File: src/rtl/nn_argmax_head.sv
// nn_argmax_head: streaming argmax over one frame of NUM_CLASSES signed scores.
// The result (class index, max score, frame-length error) sits in a single-entry
// valid/ready register. Optional margin output (best - second best) is enabled
// with the NN_ARGMAX_MARGIN_EN macro.
module nn_argmax_head #(
  parameter int INWIDTH     = 16,
  parameter int NUM_CLASSES = 10,
  parameter int IDX_WIDTH   = 4
) (
  input  logic                 clk,
  input  logic                 reset_n,
  input  logic                 en,
  input  logic                 din_valid,
  input  logic [INWIDTH-1:0]   din_data,
  output logic                 din_ready,
  input  logic                 din_last,
  output logic                 dout_valid,
  output logic [IDX_WIDTH-1:0] dout_class,
  output logic [INWIDTH-1:0]   dout_score,
  output logic                 dout_err,
  input  logic                 dout_ready
`ifdef NN_ARGMAX_MARGIN_EN
  ,output logic [INWIDTH-1:0]  dout_margin
`endif
);

  typedef enum logic {ACC, HOLD} state_t;

  typedef struct packed {
    logic [IDX_WIDTH-1:0] cls;
    logic [INWIDTH-1:0]   score;
    logic                 err;
  } res_t;

  localparam logic [INWIDTH-1:0]   MOST_NEG = {1'b1, {(INWIDTH-1){1'b0}}};
  localparam logic [IDX_WIDTH-1:0] LAST_IDX = IDX_WIDTH'(NUM_CLASSES - 1);

  state_t               state_q, state_d;
  logic [IDX_WIDTH-1:0] count_q, count_d;
  logic [INWIDTH-1:0]   best_q, best_d;
  logic [IDX_WIDTH-1:0] best_idx_q, best_idx_d;
  res_t                 res_q, res_d;
  logic                 valid_q, valid_d;

  logic                 accept, first, new_max, frame_end;
  logic [INWIDTH-1:0]   best_n;
  logic [IDX_WIDTH-1:0] idx_n;

  // Ready only in ACC, while enabled and out of reset.
  assign din_ready = reset_n & en & (state_q == ACC);
  assign accept    = din_valid & din_ready;
  assign first     = (count_q == '0);
  assign new_max   = first | ($signed(din_data) > $signed(best_q));
  assign frame_end = din_last | (count_q == LAST_IDX);
  // Running best including the current beat; ties keep the earlier index.
  assign best_n    = new_max ? din_data : best_q;
  assign idx_n     = new_max ? count_q  : best_idx_q;

`ifdef NN_ARGMAX_MARGIN_EN
  logic [INWIDTH-1:0]      second_q, second_d, second_n;
  logic [INWIDTH-1:0]      margin_q, margin_d, margin_n;
  logic signed [INWIDTH:0] diff;

  // Second-best tracking: a new maximum demotes the old best; otherwise the
  // beat competes with the current second. Frame start forgets the old frame.
  always_comb begin
    second_n = second_q;
    if (first)                                           second_n = MOST_NEG;
    else if (new_max)                                    second_n = best_q;
    else if ($signed(din_data) > $signed(second_q))      second_n = din_data;
    diff = $signed({best_n[INWIDTH-1], best_n}) - $signed({second_n[INWIDTH-1], second_n});
    // A single-beat frame has no real second best: report the widest margin.
    if (first || diff > $signed({1'b0, {INWIDTH{1'b1}}}))
      margin_n = {INWIDTH{1'b1}};
    else
      margin_n = diff[INWIDTH-1:0];
  end
`endif

  // Next-state: accumulate beats in ACC, park the result in HOLD until taken.
  always_comb begin
    state_d    = state_q;
    count_d    = count_q;
    best_d     = best_q;
    best_idx_d = best_idx_q;
    res_d      = res_q;
    valid_d    = valid_q;
`ifdef NN_ARGMAX_MARGIN_EN
    second_d   = second_q;
    margin_d   = margin_q;
`endif
    case (state_q)
      ACC: begin
        if (accept) begin
          best_d     = best_n;
          best_idx_d = idx_n;
`ifdef NN_ARGMAX_MARGIN_EN
          second_d   = second_n;
`endif
          if (frame_end) begin
            res_d.cls   = idx_n;
            res_d.score = best_n;
            // Error unless the declared last beat lands exactly on the last slot.
            res_d.err   = ~(din_last & (count_q == LAST_IDX));
            valid_d     = 1'b1;
            count_d     = '0;
            state_d     = HOLD;
`ifdef NN_ARGMAX_MARGIN_EN
            margin_d    = margin_n;
`endif
          end else begin
            count_d = count_q + 1'b1;
          end
        end
      end
      HOLD: begin
        if (en & dout_ready) begin
          valid_d = 1'b0;
          state_d = ACC;
        end
      end
      default: state_d = ACC;
    endcase
  end

  // State registers; en=0 freezes everything.
  always_ff @(posedge clk or negedge reset_n) begin
    if (!reset_n) begin
      state_q    <= ACC;
      count_q    <= '0;
      best_q     <= MOST_NEG;
      best_idx_q <= '0;
      res_q      <= '0;
      valid_q    <= 1'b0;
    end else if (en) begin
      state_q    <= state_d;
      count_q    <= count_d;
      best_q     <= best_d;
      best_idx_q <= best_idx_d;
      res_q      <= res_d;
      valid_q    <= valid_d;
    end
  end

`ifdef NN_ARGMAX_MARGIN_EN
  // Second-best and margin registers, frozen with the rest.
  always_ff @(posedge clk or negedge reset_n) begin
    if (!reset_n) begin
      second_q <= MOST_NEG;
      margin_q <= '0;
    end else if (en) begin
      second_q <= second_d;
      margin_q <= margin_d;
    end
  end

  assign dout_margin = margin_q;
`endif

  assign dout_valid = valid_q;
  assign dout_class = res_q.cls;
  assign dout_score = res_q.score;
  assign dout_err   = res_q.err;

endmodule

File: config.mk
export PLATFORM = sky130hd
export DESIGN_NAME = nn_argmax_head
export DESIGN_NICKNAME = d
export VERILOG_FILES = /design/src/rtl/nn_argmax_head.sv
export SDC_FILE = /design/constraint.sdc
export NUM_CORES = 1
export LEC_CHECK = 0
export BUFFER_PORTS_ARGS = -buffer_cell sky130_fd_sc_hd__buf_2
export CAP_MARGIN = 30
export CORE_ASPECT_RATIO = 0.8
export CORE_MARGIN = 2
export CORE_UTILIZATION = 45
export CTS_CLUSTER_DIAMETER = 200
export DETAILED_ROUTE_END_ITERATION = 8
export PLACE_DENSITY = 0.66
export SYNTH_ARGS = -nofsm -noshare
export SYNTH_HDL_FRONTEND = slang
export SYNTH_SLANG_ARGS = --single-unit
File: constraint.sdc
create_clock -name clk -period 4 [get_ports clk]
set_input_delay 0.8 -clock clk [delete_from_list [all_inputs] [get_ports clk]]
set_output_delay 0.8 -clock clk [all_outputs]
set_load 0.03 [all_outputs]
# Yosys cells after proc, flatten, opt, wreduce, memory -nomap -nowiden
# Index checks and enable logic that the tools add are counted.
op_classes:
  reduce_logical: 4
  addsub: 1
  n_bitwise: 9
  n_eq_ne: 4
  order_cmp: 1
  muxes: 11
op_table:
  columns: ["operator", "n"]
  rows:
  - ["16-bit greater-than comparator", 1]
  - ["16-bit 2-to-1 mux", 1]
  - ["4-bit 2-to-1 mux", 2]
  - ["4-bit AND reduction", 2]
  - ["1-bit 2-to-1 mux", 6]
  - ["1-bit bitwise AND", 5]
  - ["4-bit by 1-bit adder with 4-bit output, second input constant", 1]
  - ["4-bit == test, second input constant", 1]
  - ["4-bit logical NOT", 1]
  - ["2-bit inequality test, second input constant", 2]
  - ["1-bit case mux with 2 select lines", 2]
  - ["3-bit AND reduction", 1]
  - ["2-bit by 1-bit inequality test with 1-bit output, second input constant", 1]
  - ["1-bit NOT", 2]
  - ["1-bit OR", 2]
totals:
  reg_bits: 47
  wordCells: 38

# Logic depth before layout (Yosys ltp)
depth:
  depth_word: 5
  ltp_mapped: 10

# Worst setup path before layout
# No wires, ideal clock.
synth_path:
  kind: "input -> register"
  start: "input port din_data[15]"
  end: "register best_idx_q[0]"
  n_path_buf: 1
  t_required_ns: 3.875
  arrival_ns: 2.496
  slack_ns: 1.379
  setup_ns: 0.125
  path_stages: 9
  cell_sequence: "ha_1 > nand4_1 > nor3_2 > a41oi_1 > nand2_1 > o211ai_2 > a21oi_2 > buf_6 > mux2_4"
synth_via:
  elab_chain_len: 3
synth_lines:
  columns: ["element", "line_no", "text"]
  rows:
  - ["start: declaration", "14", "input logic [INWIDTH-1:0] din_data,"]
  - ["16-bit greater-than comparator", "53", "assign new_max = first | ($signed(din_data) > $signed(best_q));"]
  - ["1-bit OR", "53", null]
  - ["4-bit 2-to-1 mux", "57", "assign idx_n = new_max ? count_q : best_idx_q;"]
  - ["end signal: assignment", "139", "best_idx_q <= best_idx_d;"]
  - ["end: declaration", "41", "logic [IDX_WIDTH-1:0] best_idx_q, best_idx_d;"]
# No other way between the ends.
# A chain may end at the register's enable or synchronous reset.

# Worst setup path in the final report
layout_path:
  start: "input port din_data[15]"
  end: "register best_q[12]"
layout_via:
  elab_chain_len: 3
layout_lines:
  columns: ["element", "line_no", "text"]
  rows:
  - ["16-bit greater-than comparator", "53", null]
  - ["1-bit OR", "53", null]
  - ["16-bit 2-to-1 mux", "56", "assign best_n = new_max ? din_data : best_q;"]
  - ["end signal: assignment", "138", "best_q <= best_d;"]
  - ["end: declaration", "40", "logic [INWIDTH-1:0] best_q, best_d;"]
# No other way between the ends.

==> impl_metrics.tcl <==
set metrics [dict create \
    first_pass_iters 4 \
    r2r_start "best_q[15]" \
    arrival_ns 3.16 \
    port_buffers 44 \
    irDropWorstVdd_mv 0.2926 \
    regToRegSetupSlack_ns 1.06 \
    ys_ff_latch 47 \
    cts_tree "done" \
    drt_iter0_drc 80 \
    max_freq_mhz 336.2 \
    clk_pin_slew_worst_paths_ns 0.08 \
    drc 0 \
    drv_slew 0 \
    clk-insertion-delay-late_ns 0.30 \
    grt_max_degree 48 \
    path_class "in2reg" \
    fin_setup_tns_ns 0 \
    htreeDepth 2 \
    synth_fp_nets 302 \
    avgSynthCellArea_sq_um 9.909 \
    crit_start "din_data[15]" \
    crit_end "best_q[12]" \
    rsz0062_at_grt "false" \
    syn-cell-area_sq_mm 0.002586 \
    cts.sinks 47 \
    postLayoutCoreUtil_pct 54.19 \
    finalPower_mw 2.272 \
    synth_top_area_share_pct 44.51 \
    fin_crit_sh_pct 74.37 \
    nets 345 \
    boundaryPins 45 \
    num_antenna_cells 0 \
    fin_skew_ns 0.007651 \
    ys_seq_area_share_pct 45.52 \
    cp.required_ns 4.19 \
    core_sq_mm 0.005495 \
    maxSlewHeadroom_pct 38.38 \
    clockRootBuffer "clkbuf_8" \
    grt_remaining_overflow 0 \
    dieArea_sq_mm 0.006373 \
    outcome "complete, no violations" \
    initial_utilization_pct 47.06 \
    worstPathMaxFanout 8 \
    postCtsHoldBufs 0 \
    dieWidth_um 88.76 \
    r2r-end "best_q[12]" \
    vias 2003 \
    die-height_um 71.81 \
    postSynthCellCount 261 \
    track_usage_pct 18.75 \
    clk_path_buf_depth 2 \
    yosys.cell_types.count 32 \
    grt_pass1_vias 1935 \
    dp_cells 375 \
    routed_wl_um 5493 \
    start_kind "primary input" \
    post_cts_buffers 0 \
    postCtsResizedCells 0 \
    dp_hpwl_um 3874 \
    placed_area_sq_mm 0.002878 \
    grt_pass1_wl_um 9163 \
    ys_warn_count 0 \
    maxCapViolations 0 \
    tightest_slew_ns 0.9217 \
    min_period_ns 2.975 \
    place_congestion 0.8331 \
    fp-row-count 24 \
    synth_area_leaders "dfrtp_1 (45%), mux2_4 (10%), ha_1 (9.2%)" \
    antenna_found_initial 0 \
    synth_top_cell_by_area "dfrtp_1" \
    drive_gt1_share_pct 26.89 \
    final_cells 383 \
    rr_worst_depth 10 \
    hold_class "reg2reg" \
    endpoint_kind "flip-flop" \
    finalHoldViolations 0 \
    fillers 507 \
    power.density_mw_per_mm2 762.9 \
    syn2layout_area_growth_pct 15.14 \
    ant_nets 0 \
    cts_buffers 5 \
    finalInstanceArea_sq_mm 0.002978 \
    wl_per_cell_um 14.34 \
    leakagePower_nw 1.429 \
    setup_viol 0 \
    vias_per_cell 5.230 \
]
==> worst max-delay path, stage by stage <==
cell	delay (ns)
buf_2	0.12
ha_1	0.32
nand4_1	0.16
nor3_2	0.27
a41oi_1	0.18
nand2_1	0.13
o211ai_2	0.10
a21oi_2	0.47
buf_4	0.30
mux2_4	0.31
==> where the power goes <==
part	switching, mW	internal (mW)	leakage (nW)
sequential	0.148	0.701	0.552
combinational	0.677	0.430	0.825
clock	0.157	0.158	0.0515
==> cells in the final DEF (no fill, tap or decap), types with 2 or more instances in the layout <==
master     instances
o21ai_0           23
clkbuf_8           7
nand4_1            3
nand2_1           17
nand2b_1           2
buf_2             44
ha_1              19
mux2_4            18
nor2_1            27
a31oi_1           18
nand3_1            5
dfrtp_1           46
o2bb2ai_1          2
a21o_1             2
a21oi_1           29
inv_1             21
buf_4              6
==> cell usage after synthesis, drive strengths merged <==
cell type	number
a21o	2
a21oi	30
a221oi	1
a22o	1
a31oi	18
a41oi	1
and2	1
buf	5
clkbuf	9
dfrtp	46
dfstp	1
ha	19
inv	21
mux2	19
nand2	17
nand2b	2
nand3	5
nand4	3
nor2	27
nor2b	1
nor3	2
o211a	1
o211ai	1
o21ai	23
o22a	1
o2bb2ai	2
o31ai	1
or2	1
==> state kept, by name, summed over array words and instances, names as in the netlist <==
name	flops
count_q	4
best_q	16
state_q	1
dout_class	4
dout_err	1
best_idx_q	4
dout_score	16
dout_valid	1
==> area by class of cell <==
cell class,instances,area (sq um),area share (%)
Sequential cell,47,1177,39.54
Multi-Input combinational cell,179,1259,42.27
Timing Repair Buffer,50,265.3,8.908
Inverter,21,78.83,2.647
Clock buffer,8,100.1,3.361
Tap cell,78,97.59,3.277
==> routing by layer <==
metal	up-vias	wire length, um	track usage (%)	share of wire, %
met3	8	193	4.147	3.5
met2	39	2218	25.87	40
met4	0	65	5.724	1.2
met5	-	0	0	0
met1	949	3014	29.17	55
li1	1007	-	-	-
==> cell families (layout without fill, tap and decap cells) <==
| family | count (synthesis) | after routing | share of synthesized area, % |
|---|---|---|---|
| AND/OR/NAND/NOR | 59 | 59 | 9.870 |
| multiplexers | 19 | 19 | 10.89 |
| buffers and inverters | 35 | 79 | 5.805 |
| AO/OA/AOI/OAI | 82 | 82 | 18.72 |
| flip-flops | 47 | 47 | 45.52 |
| adder cells (fa/ha/maj) | 19 | 19 | 9.192 |
==> per-stage QoR <==
stage          worst slack [ns]  hold slack [ns]
2_1_floorplan             1.379           0.4657
3_3_place_gp             0.8360           0.4566
3_5_place_dp             0.7395           0.4616
4_1_cts                   1.044           0.4813
5_1_grt                  0.8952           0.5047
6_report                  1.025           0.4822
==> worst min-delay path by stage <==
| stage | start | endpoint | cells after the start |
|---|---|---|---|
| after global routing | dout_valid | dout_valid | 2 |
| after global placement | dout_valid | dout_valid | 2 |
| after floorplan | state_q | state_q | 2 |
| final | dout_valid | dout_valid | 2 |
| after CTS | dout_valid | dout_valid | 2 |
| after detailed placement | dout_valid | dout_valid | 2 |
No activity file was read; power rests on OpenSTA's default activity.
